==> config.mk <==
export PLATFORM = sky130hd
export DESIGN_NAME = fetch_unit
export DESIGN_NICKNAME = d
export VERILOG_FILES = /design/src/rtl/fetch_unit.sv
export SDC_FILE = /design/constraint.sdc
export NUM_CORES = 1
export LEC_CHECK = 0
export ABC_AREA = 1
export CORE_AREA = 3 3 160 131
export DETAILED_ROUTE_END_ITERATION = 10
export DIE_AREA = 0 0 163 134
export DONT_BUFFER_PORTS = 1
export GPL_TIMING_DRIVEN = 0
export PLACE_DENSITY = 0.69
export SYNTH_ARGS = -nofsm -noshare
export SYNTH_HDL_FRONTEND = slang
export SYNTH_SLANG_ARGS = --single-unit
==> constraint.sdc <==
create_clock -name clk -period 2 [get_ports clk]
set_input_delay 0.1 -clock clk [delete_from_list [all_inputs] [get_ports clk]]
set_output_delay 0.1 -clock clk [all_outputs]
set_load 0.05 [all_outputs]
==> src/rtl/fetch_unit.sv <==
// fetch_unit
//   Instruction fetch stage with a single-outstanding memory interface and
//   an IF/ID pipeline register.
//
//   State table:
//     state     | meaning
//     ----------+-------------------------------------------------------------
//     S_ISSUE   | no request outstanding; issue a request for pc_f when allowed
//     S_WAIT    | one request outstanding; its data is wanted
//     S_HOLD    | data returned while decode stalled; parked in the hold buffer
//     S_DISCARD | one request outstanding whose data must be dropped (redirect)
//
//   Ports:
//     clk, rst_n               clock, synchronous active-low reset
//     stall_f, stall_d         fetch / decode stalls from the hazard unit
//     flush_d                  load a bubble into IF/ID
//     pc_src, pc_target_e      redirect from execute
//     imem_req, imem_addr      request strobe and address (combinational)
//     imem_rvalid, imem_rdata  response strobe and instruction
//     instr_d, pc_d,
//     pc_plus4_d, valid_d      IF/ID register contents
//     pc_f                     current fetch PC
module fetch_unit #(
    parameter int unsigned            DATA_WIDTH = 32,
    parameter logic [DATA_WIDTH-1:0]  RESET_PC   = 32'hBFC0_0000
) (
    input  logic                  clk,
    input  logic                  rst_n,
    input  logic                  stall_f,
    input  logic                  stall_d,
    input  logic                  flush_d,
    input  logic                  pc_src,
    input  logic [DATA_WIDTH-1:0] pc_target_e,
    output logic                  imem_req,
    output logic [DATA_WIDTH-1:0] imem_addr,
    input  logic                  imem_rvalid,
    input  logic [DATA_WIDTH-1:0] imem_rdata,
    output logic [DATA_WIDTH-1:0] instr_d,
    output logic [DATA_WIDTH-1:0] pc_d,
    output logic [DATA_WIDTH-1:0] pc_plus4_d,
    output logic                  valid_d,
    output logic [DATA_WIDTH-1:0] pc_f
);

    localparam logic [DATA_WIDTH-1:0] NOP_INSTR = DATA_WIDTH'(32'h0000_0013);

    typedef enum logic [1:0] {
        S_ISSUE   = 2'd0,
        S_WAIT    = 2'd1,
        S_HOLD    = 2'd2,
        S_DISCARD = 2'd3
    } state_t;

    state_t                state_q, state_d;
    logic [DATA_WIDTH-1:0] pc_f_q, pc_f_d;
    logic [DATA_WIDTH-1:0] hold_buf_q, hold_buf_d;
    logic [DATA_WIDTH-1:0] instr_d_q, instr_d_d;
    logic [DATA_WIDTH-1:0] pc_d_q, pc_d_d;
    logic [DATA_WIDTH-1:0] pc_plus4_d_q, pc_plus4_d_d;
    logic                  valid_d_q, valid_d_d;

    logic [DATA_WIDTH-1:0] pc_plus4;
    logic                  deliver;
    logic [DATA_WIDTH-1:0] deliver_data;
    logic                  req;
    logic [DATA_WIDTH-1:0] req_addr;

    // Wraps naturally at 2^DATA_WIDTH.
    assign pc_plus4 = pc_f_q + DATA_WIDTH'(4);

    always_comb begin
        state_d      = state_q;
        pc_f_d       = pc_f_q;
        hold_buf_d   = hold_buf_q;
        deliver      = 1'b0;
        deliver_data = hold_buf_q;
        req          = 1'b0;
        req_addr     = pc_f_q;

        unique case (state_q)
            S_ISSUE: begin
                if (pc_src) begin
                    pc_f_d = pc_target_e;
                end else if (!stall_f) begin
                    req     = 1'b1;
                    state_d = S_WAIT;
                end
            end
            S_WAIT: begin
                if (pc_src) begin
                    pc_f_d  = pc_target_e;
                    state_d = imem_rvalid ? S_ISSUE : S_DISCARD;
                end else if (imem_rvalid) begin
                    if (!stall_d) begin
                        // Accept and immediately request the next word so a
                        // 1-cycle memory sustains one instruction per cycle.
                        deliver      = 1'b1;
                        deliver_data = imem_rdata;
                        pc_f_d       = pc_plus4;
                        req          = 1'b1;
                        req_addr     = pc_plus4;
                    end else begin
                        hold_buf_d = imem_rdata;
                        state_d    = S_HOLD;
                    end
                end
            end
            S_HOLD: begin
                if (pc_src) begin
                    pc_f_d  = pc_target_e;
                    state_d = S_ISSUE;
                end else if (!stall_d) begin
                    deliver = 1'b1;
                    pc_f_d  = pc_plus4;
                    state_d = S_ISSUE;
                end
            end
            S_DISCARD: begin
                // A redirect here replaces any earlier target; still waiting
                // for the stale response to drain before issuing again.
                if (pc_src) begin
                    pc_f_d = pc_target_e;
                end
                if (imem_rvalid) begin
                    state_d = S_ISSUE;
                end
            end
            default: begin
                state_d = S_ISSUE;
            end
        endcase

        if (flush_d) begin
            instr_d_d    = NOP_INSTR;
            pc_d_d       = '0;
            pc_plus4_d_d = '0;
            valid_d_d    = 1'b0;
        end else if (stall_d) begin
            instr_d_d    = instr_d_q;
            pc_d_d       = pc_d_q;
            pc_plus4_d_d = pc_plus4_d_q;
            valid_d_d    = valid_d_q;
        end else if (deliver) begin
            instr_d_d    = deliver_data;
            pc_d_d       = pc_f_q;
            pc_plus4_d_d = pc_plus4;
            valid_d_d    = 1'b1;
        end else begin
            instr_d_d    = NOP_INSTR;
            pc_d_d       = '0;
            pc_plus4_d_d = '0;
            valid_d_d    = 1'b0;
        end
    end

    always_ff @(posedge clk) begin
        if (!rst_n) begin
            state_q      <= S_ISSUE;
            pc_f_q       <= RESET_PC;
            hold_buf_q   <= '0;
            instr_d_q    <= NOP_INSTR;
            pc_d_q       <= '0;
            pc_plus4_d_q <= '0;
            valid_d_q    <= 1'b0;
        end else begin
            state_q      <= state_d;
            pc_f_q       <= pc_f_d;
            hold_buf_q   <= hold_buf_d;
            instr_d_q    <= instr_d_d;
            pc_d_q       <= pc_d_d;
            pc_plus4_d_q <= pc_plus4_d_d;
            valid_d_q    <= valid_d_d;
        end
    end

    // The strobe must be low while reset is held, even though the state
    // register only clears on the edge.
    assign imem_req   = req & rst_n;
    assign imem_addr  = req_addr;
    assign instr_d    = instr_d_q;
    assign pc_d       = pc_d_q;
    assign pc_plus4_d = pc_plus4_d_q;
    assign valid_d    = valid_d_q;
    assign pc_f       = pc_f_q;

endmodule

Yosys cells after proc, flatten, opt, wreduce, memory -nomap -nowiden
Cells that the tools add are included.

storage, ports and cells
  register bits = 163
  logic and storage cells = 59

cells by class
  add/subtract/negate cells = 1
  equality and inequality tests = 10
  mux-type cells = 33
  bitwise gates (word level) = 3
  reduce and logical (&&, ||, !) cells = 5

operators with widths
  kind                   number
  $mux 32                13
  $pmux 32 s3            1
  $add 32x3->32 const B  1
  $mux 2                 9
  $ne 3x3->1 const B     3
  $pmux 2 s4             1
  $mux 1                 7
  $ne 2x2->1 const B     3
  $reduce_and 6->1       1
  $eq 2x2->1 const B     2
  $pmux 1 s2             2
  $reduce_and 4->1       1
  $reduce_or 2->1        2
  $eq 2x1->1 const B     1
  $logic_not 2->1        1
  $ne 2x1->1 const B     1
  $not 1->1              2
  $and 1x1->1            1

Depth between registers and ports, before layout
Gate-level depths: netlist of run 1.

  word-level depth = 5
  gate-level depth with buffers = 14
  mapped depth without buffers = 14

Worst setup path after synthesis of run 1
OpenSTA, ideal clock, no wires.

  path kind = register to output
  start point = reg pc_f_q[2] (netlist: pc_f[2])
  end point = out imem_addr[22]
  data arrival time = 2.374 ns
  slack = -0.474 ns
  stages on the path, launching flop included = 13
  cell sequence = dfxtp_1 -> ha_1 -> nand2_1 -> nor2_2 -> nand2_4 -> nor2_8 -> nand2_1 -> nand2_1 -> nand3_1 -> nand2_1 -> nand2_1 -> nand2_1 -> o21ai_0

on the way
  cells in the longest elaborated chain, start to end = 5

RTL lines
  what                    line  text
  from (decl)             55    logic [DATA_WIDTH-1:0] pc_f_q, pc_f_d;
  from (signal assigned)  167   pc_f_q <= pc_f_d;
  $add 32x3->32           69    assign pc_plus4 = pc_f_q + DATA_WIDTH'(4);
  $mux 32                 94    if (!stall_d) begin
  $mux 32                 --
  $mux 32                 90    if (pc_src) begin
  $mux 32                 80    unique case (state_q)
  to (decl)               35    output logic [DATA_WIDTH-1:0] imem_addr,

No other way between the ends.

Worst setup path in the final report of run 1
  start point = reg pc_f_q[2] (netlist: pc_f[2])
  end point = out imem_addr[20]

The elaborated chain is that of the path after synthesis.

==> out/qor.yml, run 1 <==
p_leak_uw: 0.004860
fmax_mhz: 405.0
antenna-diode-count: 0
drtAntennaViolNets: 0
drc: 0
via_per_inst: 5.774
status: "finished with violations"
ys_seq_area_frac: 0.3688
r2r_cells: 15
wl_um: 36650
drv_slew: 0
antenna_found_initial: 2
area_growth_pct: 40.30
core_area_um2: 19570
worstReg2RegStart: "pc_f[2]$_SDFFE_PN0P_"
cp-start-kind: "flip-flop"
synth_top_area_share: 0.3688
cp.required_ns: 1.90
final_cells: 1822
num-nets-final: 1621
stdcell_area_um2: 12260
end_kind: "primary output"
drive_above_1_share: 0.2516
synth.area.top_cells: "dfxtp_1, nand2_1, a21oi_1, o21ai_0, nand3_1"
dpl.cell_count: 1657
min_path_cells: 4
power_density_nw_per_um2: 1450
worst_clock_skew_ns: 0.01071
io_pins: 233
reg2reg_to: "pc_f[18]$_SDFFE_PN0P_"
syn_area_um2: 8740
path_class: "reg2out"
min_period_ns: 2.469
grt_pass1_wl_um: 54230
overflow: 0
r2r_slack_ns: -0.45
wl_per_cell_um: 20.12
layout_common_cells: "nand2_1, a21oi_1, dfxtp_1"
grt_pass1_vias: 9543
syn_inst: 1393
hpwlAfterDp_um: 25080
ys.flop_type: "dfxtp_1"
clock-sinks: 161
ys_ff_latch: 161
maxCapViolCount: 0
start_util: 0.4466
tightest_slew_ns: 0.9641
cp_max_fo: 8
dieHeight_um: 134
clock_path_buffers: 2
placed_area_um2: 9163
htree_levels: 4
avgSynthCellArea_um2: 6.274
hold_viol: 0
num_vias: 10520
synth_top_area_cell: "dfxtp_1"
drt-initial-drc-count: 1348
clock_tree.root_cell: "clkbuf_16"
cts_tree: "built"
hp-class: "in2reg"
vdd.ir_drop.worst_v: 0.0007026
layout_commonest_cell: "nand2_1"
cts.clk_slew.worst_paths_ns: 0.07
cts_buffers: 17
yosysUniqueCellTypes: 33
synth.net_count: 1469
slew_headroom: 0.3573
cp_data_arrival_time_ns: 2.37
track_usage: 0.3166
async_reset_ff_frac: 0
fp-row-count: 46
gp_congestion: 0.9797
whs_endpoint: "pc_f[12]$_SDFFE_PN0P_"
worst_hold_startpoint: "pc_target_e[12]"
layout_setup_ws_ns: -0.4691
rsz0062_at_grt: "true"
min_period_over_period: 1.235
first_pass_iters: 5
setup_violations: 42
die_area_um2: 21840
yosysWarnings: 0
clock_latency_ns: 0.45
die_x_um: 163
nFillCells: 1726
port_buffers: 0
grt_max_degree: 20
violations: "negative setup slack"
synth-edff-count: 0
## worst max path at each step
stage                       startpoint             to  slack (ns)  cells after the start
6_report          pc_f[2]$_SDFFE_PN0P_  imem_addr[20]       -0.47                     12
5_1_grt          pc_f[18]$_SDFFE_PN0P_  imem_addr[30]       -0.53                     11
4_1_cts           pc_f[2]$_SDFFE_PN0P_  imem_addr[12]       -0.41                     11
3_5_place_dp     pc_f[16]$_SDFFE_PN0P_  imem_addr[31]       -0.64                     10
3_3_place_gp   state_q[1]$_SDFFE_PN0P_   imem_addr[7]       -0.94                      6
2_1_floorplan  state_q[1]$_SDFFE_PN0P_   imem_addr[2]       -0.31                      6
## registers in the layout, summed over array words and instances, names as in the netlist
register,cells
hold_buf_q,32
instr_d,32
pc_d,32
pc_f,32
pc_plus4_d,30
state_q,2
valid_d,1
## power breakdown
part,leakage [uW],switching (uW),internal (uW)
logic,0.00325,5900,2710
clock network,0.000287,1670,1700
registers,0.00132,2000,3790
## timing repair
item | 4_1_cts | 5_1_grt
hold buffers | 65 | 0
gates cloned | 0 | 1
hold endpoints to repair | 96 | 0
buffers inserted | 47 | 33
pin swaps | 52 | 63
setup endpoints to repair | 189 | 142
resized for setup | 231 | 131
## metrics by stage
| step | setup WS [ns] | TNS, ns | hold WS, ns | utilization | total power (uW) |
|---|---|---|---|---|---|
| after CTS | -0.4135 | -10.49 | 0.0005086 | 0.5937 | 16670 |
| final | -0.4691 | -11.81 | 0.01817 | 0.6266 | 17780 |
| after floorplan | -0.3085 | -1.789 | 0.2308 | - | 10170 |
| after global routing | -0.5339 | -15.53 | 0.03214 | 0.6266 | 18510 |
| after global placement | -0.9422 | -46.75 | 0.2447 | 0.4682 | 11740 |
| after detailed placement | -0.6435 | -49.31 | 0.2449 | 0.4682 | 11810 |
## worst max-delay path: stages, from the launching register on
cell	delay, ns
dfxtp_4	0.53
ha_4	0.21
nand2_4	0.05
nor2_4	0.14
buf_4	0.14
nand3b_1	0.18
nor2_1	0.15
nand2_1	0.07
nand3_2	0.07
nand2_1	0.06
nand2_1	0.07
nand2_2	0.09
o21ai_4	0.17
## metal layers
layer,GRT usage,routed length [um],up-vias
met5,0,34,-
met4,0.1033,1240,4
met3,0.1130,4708,118
met2,0.4745,15890,678
met1,0.4255,14770,4898
li1,-,-,4823
## cells by family after synthesis
logic type	share of synthesized area
compound gates	0.2030
xor+xnor	0.007730
fa+ha+maj	0.007158
buf+inv	0.09005
flops	0.3688
simple gates	0.3233
## synth_stat cells, types with 4 or more instances
library cell  count
nand2_1         524
a21oi_1         166
dfxtp_1         161
o21ai_0         101
inv_1            89
nor2_1           77
nand3_1          68
clkbuf_1         53
a211oi_1         30
buf_2            17
o21ai_1          16
buf_4            14
inv_2            10
a31oi_1           9
nor2_2            8
nor3_1            6
ha_1              5
nand2_2           5
clkinv_1          4
xor2_1            4
## area by class of cell
type / instances / area [um^2] / share of cell area
clock inverters: 15 / 182.7 / 0.01490
repair buffers: 135 / 1282 / 0.1046
multi-input cells: 1042 / 5802 / 0.4732
well taps: 264 / 330.3 / 0.02694
clock buffers: 17 / 425.4 / 0.03469
inverters: 103 / 399.1 / 0.03255
plain buffers: 85 / 508.0 / 0.04143
flip-flops and latches: 161 / 3332 / 0.2717
Note: power is estimated with default switching activity, not from simulation.
==> run 2, diff against run 1 <==
--- a/config.mk
+++ b/config.mk
@@ -6,12 +6,14 @@
 export NUM_CORES = 1
 export LEC_CHECK = 0
 export ABC_AREA = 1
-export CORE_AREA = 3 3 160 131
+export CELL_PAD_IN_SITES_DETAIL_PLACEMENT = 1
+export CELL_PAD_IN_SITES_GLOBAL_PLACEMENT = 2
+export CORE_AREA = 3 3 186 152
 export DETAILED_ROUTE_END_ITERATION = 10
-export DIE_AREA = 0 0 163 134
+export DIE_AREA = 0 0 189 155
 export DONT_BUFFER_PORTS = 1
 export GPL_TIMING_DRIVEN = 0
-export PLACE_DENSITY = 0.69
+export PLACE_DENSITY = 0.89
 export SYNTH_ARGS = -nofsm -noshare
 export SYNTH_HDL_FRONTEND = slang
 export SYNTH_SLANG_ARGS = --single-unit
==> out/qor.yml, run 2 (synthesized netlist as in run 1, its figures left out) <==
core_area_um2: 26330  # was 19570 um^2
clock-sinks: 161  # unchanged
hold_viol: 0  # unchanged
drc: 0  # unchanged
vdd.ir_drop.worst_v: 0.0007929  # was 0.0007026 V
end_kind: "primary output"  # unchanged
layout_common_cells: "nand2_1, a21oi_1, dfxtp_1"  # unchanged
cts_buffers: 17  # unchanged
p_int_uw: 8433  # was 8202 uW
path_class: "reg2out"  # unchanged
stdcell_area_um2: 12730  # was 12260 um^2
total_power_uw: 18340  # was 17780 uW
rsz0062_at_grt: "true"  # unchanged
die_x_um: 189  # was 163 um
maxCapViolCount: 0  # unchanged
track_usage: 0.2775  # was 0.3166
drtAntennaViolNets: 0  # unchanged
cts_tree: "built"  # unchanged
min_period_ns: 2.572  # was 2.469 ns
fp-row-count: 53  # was 46
area_growth_pct: 45.67  # was 40.30%
htree_levels: 4  # unchanged
wl_per_cell_um: 22.55  # was 20.12 um
worst_clock_skew_ns: 0.01983  # was 0.01071 ns
violations: "negative setup slack"  # unchanged
cp.required_ns: 1.90  # about the same
num-nets-final: 1655  # was 1621
start_util: 0.3320  # was 0.4466
grt_pass1_wl_um: 62490  # was 54230 um
clkPwrFrac: 0.179  # was 0.190
first_pass_iters: 5  # unchanged
gp_congestion: 0.9379  # was 0.9797
layout_setup_ws_ns: -0.5725  # was -0.4691 ns
port_buffers: 0  # unchanged
clock_latency_ns: 0.45  # about the same
hp-class: "in2reg"  # unchanged
wl_um: 43980  # was 36650 um
clock_tree.root_cell: "clkbuf_16"  # unchanged
swShare: 0.5401  # was 0.5386
cts.clk_slew.worst_paths_ns: 0.08  # was 0.07 ns
drt-initial-drc-count: 820  # was 1348
p_leak_uw: 0.005149  # was 0.004860 uW
grt_pass1_vias: 10460  # was 9543
net-switching-power_uw: 9905  # was 9574 uW
clock_path_buffers: 2  # unchanged
overflow: 0  # unchanged
dpl.cell_count: 1750  # was 1657
setup_violations: 53  # was 42
min_period_over_period: 1.286  # was 1.235
cp-start-kind: "flip-flop"  # unchanged
hpwlAfterDp_um: 29300  # was 25080 um
placed_area_um2: 9279  # was 9163 um^2
power_density_nw_per_um2: 1440  # was 1450 nW/um^2
layout_commonest_cell: "nand2_1"  # unchanged
num_vias: 10650  # was 10.52k
fmax_mhz: 388.7  # was 405.0 MHz
drive_above_1_share: 0.2701  # was 0.2516
cp_data_arrival_time_ns: 2.47  # was 2.37 ns
tightest_slew_ns: 1.039  # was 0.9641 ns
cp_max_fo: 8  # unchanged
die_area_um2: 29300  # was 21840 um^2
via_per_inst: 5.463  # was 5.774
io_pins: 233  # unchanged
seqPwrFrac: 0.321  # was 0.326
slew_headroom: 0.3075  # was 0.3573
antenna_found_initial: 0  # was 2
final_cells: 1950  # was 1822
drv_slew: 0  # unchanged
p_comb_frac: 0.500  # was 0.484
grt_max_degree: 17  # was 20
status: "finished with violations"  # unchanged
dieHeight_um: 155  # was 134 um
==> run 2: changes by cell type in the layout (fill, tap and decap cells not counted), moves of 4 or more <==
cell / before / now
buf_4: 65 / 80
a21oi_1: 160 / 148
a21oi_2: 5 / 17
buf_6: 17 / 29
nand2_2: 62 / 51
nand2_4: 7 / 17
nand3_1: 36 / 44
nand3_2: 30 / 22
inv_6: 0 / 5
clkbuf_4: 2 / 6
inv_8: 7 / 3
==> run 2: power groups by stage <==
stage	Sequential [uW]	Combinational, uW	Clock [uW]
2_1_floorplan	5220	4950	0
3_3_place_gp	5590	6390	0
3_5_place_dp	5600	6520	0
4_1_cts	5770	8150	3300
5_1_grt	5930	9730	3460
6_report	5890	9170	3280
==> run 2: path summary, 6_finish.rpt <==
| kind | from | end | slack [ns] | cells past startpoint |
|---|---|---|---|---|
| max | pc_f[2]$_SDFFE_PN0P_ | imem_addr[22] | -0.57 | 12 |
| min | pc_target_e[19] | pc_f[19]$_SDFFE_PN0P_ | 0.04 | 4 |
| max reg2reg | pc_f[2]$_SDFFE_PN0P_ | pc_plus4_d[22]$_SDFFE_PP0N_ | -0.47 | 17 |
| min reg2reg | hold_buf_q[3]$_SDFFE_PN0P_ | hold_buf_q[3]$_SDFFE_PN0P_ | 0.47 | 2 |
==> run 2: timing repair <==
item / CTS / global route
pin swaps: 39 / 65
setup endpoints to repair: 190 / 154
hold buffers: 64 / 0
hold endpoints to repair: 98 / 0
setup buffers: 54 / 48
gates resized for setup: 249 / 153
gates cloned: 2 / 1
==> run 2: metal layers <==
metal  global-route usage  vias to the layer above  part of all wire
li1                     -                     4887                 -
met3              0.08560                       79             0.098
met2               0.4421                      440              0.45
met1               0.3609                     5247              0.42
met5                    0                        -                 0
met4              0.08685                        0             0.028
==> run 2: critical path: stages, from the launching register on <==
cell and delay (ns):
dfxtp_4 0.54, ha_4 0.20, nand2_4 0.05, nor2_4 0.14, nand2_4 0.13, nor2_8 0.26
nand2_2 0.08, nand2_2 0.08, nand3_2 0.07, nand2_1 0.09, nand2_1 0.07, nand2_2 0.14
o21ai_4 0.14
==> run 2: layout make-up <==
class,count,area (um^2)
Fill cell,3337,13600
Multi-Input combinational cell,1042,5798
Sequential cell,161,3329
Timing Repair Buffer,167,1595
Buffer,87,580.6
Clock buffer,20,446.7
Tap cell,357,446.7
Inverter,103,414.1
Clock inverter,12,117.6
Antenna cell,1,2.502
==> run 2: stage by stage <==
| step | utilization | hold slack, ns | setup TNS [ns] | setup WS [ns] |
|---|---|---|---|---|
| global placement | 0.3525 | 0.2362 | -60.22 | -1.057 |
| detailed placement | 0.3525 | 0.2498 | -64.36 | -0.7903 |
| global route | 0.4835 | 0.03922 | -21.60 | -0.6373 |
| CTS | 0.4500 | 0.01229 | -16.34 | -0.4913 |
| finish | 0.4836 | 0.04028 | -15.05 | -0.5725 |
| floorplan | - | 0.2308 | -1.789 | -0.3085 |
==> run 3, diff against run 2 <==
--- a/config.mk
+++ b/config.mk
@@ -6,12 +6,12 @@
 export NUM_CORES = 1
 export LEC_CHECK = 0
 export ABC_AREA = 1
+export BUFFER_PORTS_ARGS = -buffer_cell sky130_fd_sc_hd__clkbuf_2
 export CELL_PAD_IN_SITES_DETAIL_PLACEMENT = 1
 export CELL_PAD_IN_SITES_GLOBAL_PLACEMENT = 2
-export CORE_AREA = 3 3 186 152
+export CORE_AREA = 3 3 206 167
 export DETAILED_ROUTE_END_ITERATION = 10
-export DIE_AREA = 0 0 189 155
-export DONT_BUFFER_PORTS = 1
+export DIE_AREA = 0 0 209 170
 export GPL_TIMING_DRIVEN = 0
 export PLACE_DENSITY = 0.89
 export SYNTH_ARGS = -nofsm -noshare
==> constraint.sdc (replaced) <==
create_clock -name clk -period 2.7 [get_ports clk]
set_input_delay 0.135 -clock clk [delete_from_list [all_inputs] [get_ports clk]]
set_output_delay 0.135 -clock clk [all_outputs]
set_load 0.05 [all_outputs]
==> out/qor.yml, run 3 (synthesized netlist as in run 1, its figures left out) <==
vdd.ir_drop.worst_v: 0.0005136  # was 0.0007929 V
hold_ws_ns: 0.02188  # was 0.04028 ns
drc: 0  # unchanged
overflow: 0  # unchanged
cts_buffers: 17  # unchanged
num-nets-final: 1778  # was 1655
power_density_nw_per_um2: 1065  # was 1440 nW/um^2
grt_max_degree: 19  # was 17
slew_headroom: 0.2318  # was 0.3075
clock_path_buffers: 2  # unchanged
core_area_um2: 32480  # was 26330 um^2
wl_um: 42900  # was 43980 um
wl_per_cell_um: 20.02  # was 22.55 um
p_comb_frac: 0.530  # was 0.500
seqPwrFrac: 0.257  # was 0.321
die_area_um2: 35530  # was 29300 um^2
cp.required_ns: 2.57  # was 1.90 ns
cp_cell_sequence: "inv_1 -> ha_4 -> nand2_2 -> clkinvlp_4 -> clkbuf_4 -> o21ai_0 -> buf_2"  # was ha_4 -> nand2_4 -> nor2_4 -> nand2_4 -> nor2_8 -> nand2_2 -> nand2_2 -> nand3_2 -> nand2_1 -> nand2_1 -> nand2_2 -> o21ai_4
cp_data_arrival_time_ns: 2.55  # was 2.47 ns
clkPwrFrac: 0.213  # was 0.179
tightest_slew_ns: 1.152  # was 1.039 ns
slowest_delay_ns: 0.36  # was 0.54 ns
cts.clk_slew.worst_paths_ns: 0.08  # about the same
drtAntennaViolNets: 0  # unchanged
grt_pass1_wl_um: 63900  # was 62490 um
end_kind: "primary output"  # unchanged
cp_max_fo: 10  # was 8
io_pins: 233  # unchanged
min_period_over_period: 0.9958
first_pass_iters: 5  # unchanged
fp-row-count: 59  # was 53
clock_tree.root_cell: "clkbuf_16"  # unchanged
rsz0062_at_grt: "true"  # unchanged
layout_common_cells: "nand2_1, clkbuf_2, a21oi_1"  # was nand2_1, a21oi_1, dfxtp_1
crit_path_top_delay_cell: "dfxtp_1"  # was dfxtp_4
setup_violations: 0  # was 53
cp-start-kind: "flip-flop"  # unchanged
drt-initial-drc-count: 705  # was 820
cts_tree: "built"  # unchanged
fin_util: 0.3692  # was 0.4836
post-place-ws_ns: -0.02945  # was -0.7903 ns
crit_buf_inv: 4  # was 0
hpwlAfterDp_um: 32290  # was 29300 um
clock-sinks: 161  # unchanged
drive_above_1_share: 0.2332  # was 0.2701
antenna_found_initial: 1  # was 0
worst_clock_skew_ns: 0.01494  # was 0.01983 ns
start_util: 0.2691  # was 0.3320
grt_pass1_vias: 10670  # was 10.46k
hold_viol: 0  # unchanged
p_leak_uw: 0.005234  # was 0.005149 uW
via_per_inst: 5.026  # was 5.463
htree_levels: 4  # unchanged
fmax_mhz: 372.0
die_x_um: 209  # was 189 um
net-switching-power_uw: 6814  # was 9905 uW
area_growth_pct: 37.21  # was 45.67%
layout_commonest_cell: "nand2_1"  # unchanged
min_period_ns: 2.689
clock_latency_ns: 0.46  # was 0.45 ns
port_buffers: 231  # was 0
path_delay_family: "buffers and inverters"  # was simple AND/OR/NAND/NOR gates
gp_congestion: 0.9500  # was 0.9379
swShare: 0.5336  # was 0.5401
drv_slew: 0  # unchanged
dieHeight_um: 170  # was 155 um
p_int_uw: 5956  # was 8433 uW
hp-class: "in2reg"  # unchanged
layout_setup_ws_ns: 0.01146  # was -0.5725 ns
maxCapViolCount: 0  # unchanged
path_class: "reg2out"  # unchanged
track_usage: 0.2331  # was 0.2775
status: "complete, no violations"  # was finished with violations
num_vias: 10770  # was 10.65k
-- run 3: cell count changes in the layout (fill, tap and decap cells not counted), moves of 23 or more --
| cell | change |
|---|---|
| clkbuf_2 | +196 |
| nand2_1 | +55 |
| buf_4 | -42 |
| nand2_2 | -40 |
| o21ai_0 | +29 |
| o21ai_4 | -29 |
| buf_6 | -24 |
| dfxtp_4 | -23 |
-- run 3: path summary, 6_finish.rpt --
kind | start | end | slack (ns) | depth (start not counted)
worst max-delay path | state_q[1]$_SDFFE_PN0P_ | imem_addr[2] | 0.01 | 7
worst min-delay path | pc_target_e[21] | pc_f[21]$_SDFFE_PN0P_ | 0.02 | 5
worst max register to register | state_q[0]$_SDFFE_PN0P_ | pc_f[19]$_SDFFE_PN0P_ | 0.23 | 8
worst min register to register | pc_d[10]$_SDFFE_PP0N_ | pc_d[10]$_SDFFE_PP0N_ | 0.47 | 2
-- run 3: stage by stage --
step	TNS, ns	instance area (um^2)	cells	total power (uW)
2_1_floorplan	0	8740	1393	7365
3_3_place_gp	0	10430	2051	9226
3_5_place_dp	-0.03056	10430	2051	9355
4_1_cts	0	11700	2129	12370
5_1_grt	-0.1841	11990	2143	13440
6_report	0	11990	2143	12770
-- run 3: what timing repair did --
| item | CTS | global route |
|---|---|---|
| setup endpoints to repair | 30 | 44 |
| gates cloned | 0 | 0 |
| setup buffers | 0 | 13 |
| endpoints found under the hold margin | 48 | 0 |
| hold buffers | 46 | 0 |
| resized for setup | 69 | 84 |
| pin swaps | 1 | 4 |
-- run 3: per-layer routing --
metal,part of all wire,up-vias,track usage
met5,0,-,0
met4,0.015,0,0.05850
met3,0.072,42,0.05529
met2,0.45,333,0.3697
met1,0.47,5258,0.3209
li1,-,5138,-
-- run 3: cell type report --
| cell class | instances | area [um^2] |
|---|---|---|
| inverter | 103 | 392.9 |
| fill | 4264 | 20490 |
| clock buffer | 17 | 425.4 |
| tap | 427 | 534.3 |
| buffer | 87 | 426.7 |
| timing repair buffer | 290 | 1814 |
| multi-input combinational | 1042 | 4917 |
| clock inverter | 15 | 215.2 |
| antenna | 1 | 2.502 |
| sequential | 161 | 3263 |
-- run 3: worst register-to-register path, cell delays in order (launching register included) --
cell and delay (ns):
dfxtp_1 0.41, inv_1 0.11, ha_1 0.41, nor2_2 0.15
inv_2 0.18, clkbuf_1 0.64, o21ai_0 0.20, a21oi_1 0.17
a21oi_1 0.08
-- run 3: power by group through the flow --
stage,Combinational [uW],Clock (uW),Sequential [uW]
after global routing,7250,2850,3330
after global placement,5970,0,3260
after CTS,6350,2770,3250
after detailed placement,6090,0,3260
final,6770,2720,3290
after floorplan,3510,0,3860
